--- src/rtl/z80_bus_mem_cycle.sv ---
// Z80 memory machine cycle executor (T1/T2/[TW]/T3); optional /WAIT support via Z80_BUS_WAIT_EN.
// Latency: accept -> rsp_valid in 3 cycles + wait states; req_ready only in IDLE and T3.
module z80_bus_mem_cycle #(
   parameter int MAX_WAIT = 255
) (
   input  logic        clk,
   input  logic        reset_n,
   input  logic        req_valid,
   output logic        req_ready,
   input  logic        req_wr,
   input  logic [15:0] req_addr,
   input  logic [7:0]  req_wdata,
   output logic        rsp_valid,
   output logic [7:0]  rsp_rdata,
   output logic [15:0] bus_addr,
   output logic [7:0]  bus_dout,
   output logic        bus_dout_en,
   input  logic [7:0]  bus_din,
   output logic        mreq_n,
   output logic        rd_n,
   output logic        wr_n,
`ifdef Z80_BUS_WAIT_EN
   input  logic        wait_n,
`endif
   output logic        trc_valid,
   output logic        trc_wr,
   output logic [15:0] trc_addr,
   output logic [7:0]  trc_data,
   output logic [7:0]  trc_waits,
   output logic        trc_err
);

   typedef enum logic [2:0] {S_IDLE, S_T1, S_T2, S_TW, S_T3} state_t;

   localparam logic [7:0] MAX_W = 8'(MAX_WAIT);

   state_t      state_q, state_d;
   logic        wr_q, wr_d;
   logic [15:0] addr_q, addr_d;
   logic [7:0]  wdata_q, wdata_d;
   logic [7:0]  rdata_q, rdata_d;
   logic [7:0]  wcnt_q, wcnt_d;
   logic        err_q, err_d;
   logic        wait_s;
   logic        accept;

`ifdef Z80_BUS_WAIT_EN
   assign wait_s = wait_n;
`else
   assign wait_s = 1'b1;
`endif

   assign req_ready = (state_q == S_IDLE) || (state_q == S_T3);
   assign accept    = req_valid && req_ready;
   assign bus_addr  = addr_q;
   assign rsp_rdata = rdata_q;

   always_comb begin
      state_d     = state_q;
      wr_d        = wr_q;
      addr_d      = addr_q;
      wdata_d     = wdata_q;
      rdata_d     = rdata_q;
      wcnt_d      = wcnt_q;
      err_d       = err_q;
      mreq_n      = 1'b1;
      rd_n        = 1'b1;
      wr_n        = 1'b1;
      bus_dout_en = 1'b0;
      bus_dout    = 8'h00;
      rsp_valid   = 1'b0;
      trc_valid   = 1'b0;
      trc_wr      = 1'b0;
      trc_addr    = 16'h0000;
      trc_data    = 8'h00;
      trc_waits   = 8'h00;
      trc_err     = 1'b0;

      // Strobes are asserted for the whole active part of the cycle; wr_n waits for T2.
      if (state_q == S_T1 || state_q == S_T2 || state_q == S_TW) begin
         mreq_n      = 1'b0;
         rd_n        = wr_q;
         bus_dout_en = wr_q;
         bus_dout    = wr_q ? wdata_q : 8'h00;
         if (state_q != S_T1) begin
            wr_n = ~wr_q;
         end
      end

      case (state_q)
         S_IDLE: begin
            if (accept) begin
               state_d = S_T1;
            end
         end
         S_T1: begin
            state_d = S_T2;
         end
         S_T2: begin
            if (!wait_s) begin
               state_d = S_TW;
               wcnt_d  = wcnt_q + 8'd1;
            end else begin
               state_d = S_T3;
               if (!wr_q) begin
                  rdata_d = bus_din;
               end
            end
         end
         S_TW: begin
            if (!wait_s && (wcnt_q < MAX_W)) begin
               wcnt_d = wcnt_q + 8'd1;
            end else begin
               state_d = S_T3;
               err_d   = ~wait_s;
               if (!wr_q) begin
                  rdata_d = bus_din;
               end
            end
         end
         S_T3: begin
            rsp_valid = 1'b1;
            trc_valid = 1'b1;
            trc_wr    = wr_q;
            trc_addr  = addr_q;
            trc_data  = wr_q ? wdata_q : rdata_q;
            trc_waits = wcnt_q;
            trc_err   = err_q;
            state_d   = accept ? S_T1 : S_IDLE;
         end
         default: begin
            state_d = S_IDLE;
         end
      endcase

      // Request is captured once; later input changes cannot disturb the running cycle.
      if (accept) begin
         wr_d    = req_wr;
         addr_d  = req_addr;
         wdata_d = req_wdata;
         wcnt_d  = 8'd0;
         err_d   = 1'b0;
      end
   end

   always_ff @(posedge clk or negedge reset_n) begin
      if (!reset_n) begin
         state_q <= S_IDLE;
         wr_q    <= 1'b0;
         addr_q  <= 16'h0000;
         wdata_q <= 8'h00;
         rdata_q <= 8'h00;
         wcnt_q  <= 8'h00;
         err_q   <= 1'b0;
      end else begin
         state_q <= state_d;
         wr_q    <= wr_d;
         addr_q  <= addr_d;
         wdata_q <= wdata_d;
         rdata_q <= rdata_d;
         wcnt_q  <= wcnt_d;
         err_q   <= err_d;
      end
   end

endmodule

--- config.mk ---
export PLATFORM = sky130hd
export DESIGN_NAME = z80_bus_mem_cycle
export DESIGN_NICKNAME = d
export VERILOG_FILES = /design/src/rtl/z80_bus_mem_cycle.sv
export SDC_FILE = /design/constraint.sdc
export NUM_CORES = 1
export LEC_CHECK = 0
export BUFFER_PORTS_ARGS = -buffer_cell sky130_fd_sc_hd__buf_2
export CAP_MARGIN = 10
export CORE_ASPECT_RATIO = 1.2
export CORE_UTILIZATION = 43
export DETAILED_ROUTE_END_ITERATION = 10
export GPL_ROUTABILITY_DRIVEN = 0
export GPL_TIMING_DRIVEN = 0
export PLACE_DENSITY = 0.79
export SYNTH_ARGS = -nofsm -noshare
export SYNTH_HDL_FRONTEND = slang
export SYNTH_SLANG_ARGS = --single-unit
--- constraint.sdc ---
create_clock -name clk -period 1.6 [get_ports clk]
set_input_delay 0.08 -clock clk [delete_from_list [all_inputs] [get_ports clk]]
set_output_delay 0.08 -clock clk [all_outputs]
set_load 0.01 [all_outputs]
# Word level (Yosys, flattened, before mapping)
# Index checks and enable logic that the tools add are counted.
[totals] latch_bits=0 ram_bits=0 memories=0 register_bits=37 input_bits=36 rom_bits=0 wordCells=39 output_inout_bits=73
[classes] reduce_logical=8 magnitude_cmp=0 n_div=0 n_shift=0 mul=0 eq_ne=6 addsub=0 mux=18 bitwise=1
[ops] operator="two-way mux 8 bit" count=4
[ops] operator="two-way mux 16 bit" count=1
[ops] operator="one-hot mux 3 bit (4 select lines)" count=1
[ops] operator="two-way mux 1 bit" count=11
[ops] operator="equality test 3 x 2 -> 1 bit (second input constant)" count=2
[ops] operator="equality test 3 x 1 -> 1 bit (second input constant)" count=1
[ops] operator="equality test 3 bit (second input constant)" count=1
[ops] operator="zero test 3 bit" count=1
[ops] operator="logical OR 1 bit" count=3
[ops] operator="two-way mux 3 bit" count=1
[ops] operator="inequality test 3 x 1 -> 1 bit (second input constant)" count=1
[ops] operator="inequality test 2 bit (second input constant)" count=1
[ops] operator="AND reduction 2 bit" count=1
[ops] operator="nonzero test 2 bit" count=1
[ops] operator="OR reduction 2 bit" count=1
[ops] operator="logical AND 1 bit" count=1
[ops] operator="NOT 1 bit" count=1

# Logic depth before layout (Yosys ltp)
[logic_depth] ltp_word=5 depth_mapped=4 ltp_nobuf=2

# Least setup slack after synthesis
# OpenSTA, ideal clock, no wires.
[synth_timing] path_kind="reg2reg" startpoint="register state_q[1]" endpoint="register addr_q[0], in the netlist bus_addr[0]" synth_period_minus_slack_ns=1.416 setup_ns=0.125 path_stages_with_launch=4 setup_slack_ns=0.184 path_buffers=1 arrival_time_ns=1.291 required_time_ns=1.475 path_cell_list="dfrtp_1 -> nor3b_4 -> buf_6 -> mux2_2"
[synth_via] elab_chain_len=3
[synth_rtl] element="start, declared" line="37" rtl="state_t state_q, state_d;"
[synth_rtl] element="start signal, assigned" line="156" rtl="state_q <= state_d;"
[synth_rtl] element="equality test 3 bit or zero test 3 bit (tied branches)" line="53" rtl="assign req_ready = (state_q == S_IDLE) || (state_q == S_T3);"
[synth_rtl] element="logical OR 1 bit *" line="53"
[synth_rtl] element="logical AND 1 bit *" line="54" rtl="assign accept = req_valid && req_ready;"
[synth_rtl] element="end signal, assigned" line="158" rtl="addr_q <= addr_d;"
[synth_rtl] element="end, declared" line="39" rtl="logic [15:0] addr_q, addr_d;"
# Mark *: on every way between the ends. The rest lies on a longest branch, timed or not.
# A chain may end at the register's enable or synchronous reset.

# Final worst setup path
[layout_timing] startpoint="register state_q[0]" endpoint="output port trc_data[6]"
[layout_via] elab_chain_len=2
[layout_rtl] element="equality test 3 bit" line="90" rtl="case (state_q)"
[layout_rtl] element="two-way mux 8 bit" line="90"
[layout_rtl] element="end, declared" line="28" rtl="output logic [7:0] trc_data,"
# No other way between the ends.

==> flow_summary.ini <==
[finish]
area_delta_synth_final_pct = 44.7
diodes = 0
utilization_pct = 65.4
finalNetCount = 298
multi_input_comb_area_um2 = 812
fillers = 358
layout-drive-gt1-share_pct = 67.3
seqCellArea_um2 = 905

[timing]
setup_ws_ps = 22.9
post-route-period-util_pct = 98.6
setup_viol = 0
worst_slew_pin_slew_ps = 786
max_clock_freq_mhz = 634
slew_violations = 0
fin_skew_ps = 4.85
period_needed_ps = 1580
finalHoldViolCount = 0
rsz0062_at_grt = yes
slew_headroom_pct = 47.6

[pwr]
p_per_area_mw_per_mm2 = 1560
vdd_drop_max_mv = 0.826
clkPwrFrac_pct = 16.0
swShare_pct = 36.0
seq_power_share_pct = 38.3
intPower_mw = 2.57
cellLeakagePower_nw = 1.40
combinationalPowerShare_pct = 45.7
power_switching_mw = 1.44

[route]
drt_iter0_markers = 45
wl_per_cell_um = 13.4
first_pass_iters = 4
drc_errors = 0
drt_wl_total_um = 4240
detail-route-antenna-nets = 0
vias = 1524
avgViaCountPerCell = 4.81

[global_routing]
grt_max_degree = 37
grt_pass1_vias = 1339
grt_pass1_wl_um = 6220
antenna_found_initial = 0
grt_use_total_pct = 19.8
overflow = 0

[logic_synthesis]
yosysTopAreaCellShare_pct = 50.6
synth_warnings = 0
synth_cell_type_count = 22
synth_most_common_cell = dfrtp_1
synth_enable_flop_cells = 0
synthTopCellsByArea = dfrtp_1 51%, mux2_2 21%, and3_1 6.0%
synth_top_area_cell = dfrtp_1
synthTopCellsByCount = 36 x dfrtp_1, 33 x mux2_2, 17 x and3_1
netlist_instances = 145
synth-seq-cells = 36
avgSynthCellArea_um2 = 12.3
ys_seq_area_share_pct = 50.6
ys_async_sr_fraction_pct = 100
yosys_most_used_dff = dfrtp_1
netlist_area_mm2 = 0.00178

[setup_path]
worstPathArrival_ps = 1500
required_ps = 1520
slowest_stage = dfrtp_2
critPathCaptureType = output pin
start_kind = flop
cp_max_fo = 5
critPathKind = reg2out
path_cells = or3b_4 -> buf_6 -> a21oi_2 -> buf_2
cp_slowest_stage_delay_ps = 430

[floorplanning]
start_util_pct = 45.2
rows = 25
die_x_um = 60.8
coreArea_mm2 = 0.00394
ios = 109
die_y_um = 72.5
dieArea_mm2 = 0.00441

[clocking]
cts_buffers = 5
htree_levels = 2
cts.sinks = 36
cts_tree = yes
clockBufferDepth = 2
path_clk_slew_ps = 70
clock_latency_ps = 280
cts_root_buf = clkbuf_8

[hold_path]
worstHoldPathType = in2reg

[placement]
dp_slack_ps = 13.9
io_buffers = 99
dp_hpwl_um = 3030

[outcome]
outcome = completed

[run]
maxCapViolations = 0
-- per-stage QoR --
| stage | setup TNS [ps] | instance area (µm²) | instances | hold WS (ps) | total power, mW |
|---|---|---|---|---|---|
| floorplan | 0 | 1810 | 153 | -216 | 2.57 |
| global placement | 0 | 2370 | 306 | 208 | 3.21 |
| detailed placement | 0 | 2370 | 306 | 214 | 3.25 |
| CTS | -71.0 | 2510 | 315 | 15.3 | 3.97 |
| global route | -188 | 2580 | 317 | 14.9 | 4.31 |
| finish | 0 | 2580 | 317 | 24.9 | 4.02 |
-- registers in the layout, summed over array words and instances (netlist names) --
signal / cells
state_q: 3
bus_addr: 16
wdata_q: 8
wr_q: 1
rsp_rdata: 8
-- per-layer routing --
layer	GRT usage [%]	up-vias	part of all wire, %
li1	-	716	-
met3	5.70	5	9.9
met5	0	-	0
met4	6.82	0	1.0
met1	23.0	714	41
met2	34.2	89	48
-- worst max-delay path: cells and delay by family, from the launching register on --
family | cells | cell delay, ps
flops | 1 | 430
simple gates | 1 | 420
buf+inv | 2 | 290
compound gates | 1 | 80
-- timing repair --
action                                 4_1_cts  5_1_grt
gates resized for setup                     13       17
endpoints found under the hold margin       36        0
pin swaps                                    4        5
setup buffers                                0        3
gates cloned                                 1        0
hold buffers                                 1        0
setup endpoints to repair                   29       47
-- final timing paths --
check	endpoint	startpoint	cells after the start	slack, ps
worst max-delay path	trc_data[6]	state_q[0]	4	20
worst min-delay path	bus_addr[13]	req_addr[13]	2	20
worst max register to register	bus_addr[14]	state_q[0]	4	110
worst min register to register	wdata_q[6]	wdata_q[6]	1	520
max in group asynchronous	state_q[1]	reset_n	2	640
min in group asynchronous	bus_addr[4]	reset_n	2	420
-- power by group through the flow --
stage | Combinational (mW) | Clock (mW) | Sequential [mW]
final | 1.84 | 0.641 | 1.54
after global routing | 2.00 | 0.716 | 1.60
after CTS | 1.75 | 0.674 | 1.55
after detailed placement | 1.70 | 0 | 1.55
after global placement | 1.66 | 0 | 1.55
after floorplan | 0.955 | 0 | 1.62
-- placed cells by master (no fill, tap or decap), types with 3 or more instances in the layout --
cell type / synthesis / layout
buf_2: 4 / 99
and3_1: 17 / 17
conb_1: 1 / 9
mux2_2: 33 / 33
dfrtp_2: 0 / 3
buf_6: 2 / 7
nor3b_1: 8 / 3
clkbuf_8: 0 / 7
nor2_1: 9 / 6
nor2_2: 0 / 3
nor3b_2: 0 / 5
buf_4: 10 / 12
mux2i_1: 7 / 7
dfrtp_1: 36 / 33
clkbuf_1: 4 / 4
-- cell type report --
cell class / instances / area share, %
inverter: 1 / 0.146
buffer: 19 / 6.02
timing repair buffer: 104 / 21.2
tap: 54 / 2.62
multi-input combinational: 95 / 31.5
sequential: 36 / 35.1
clock buffer: 8 / 3.49
-- logic make-up (layout without fill, tap and decap cells) --
kind of cell    count (synthesis)  after routing  share of synthesized area, %
other cells                     1              9                         0.210
simple gates                   45             45                          16.3
compound gates                  1              1                         0.281
flops                          36             36                          50.6
mux                            40             40                          24.8
buf+inv                        22            132                          7.86
(Power assumes the default switching activity.)
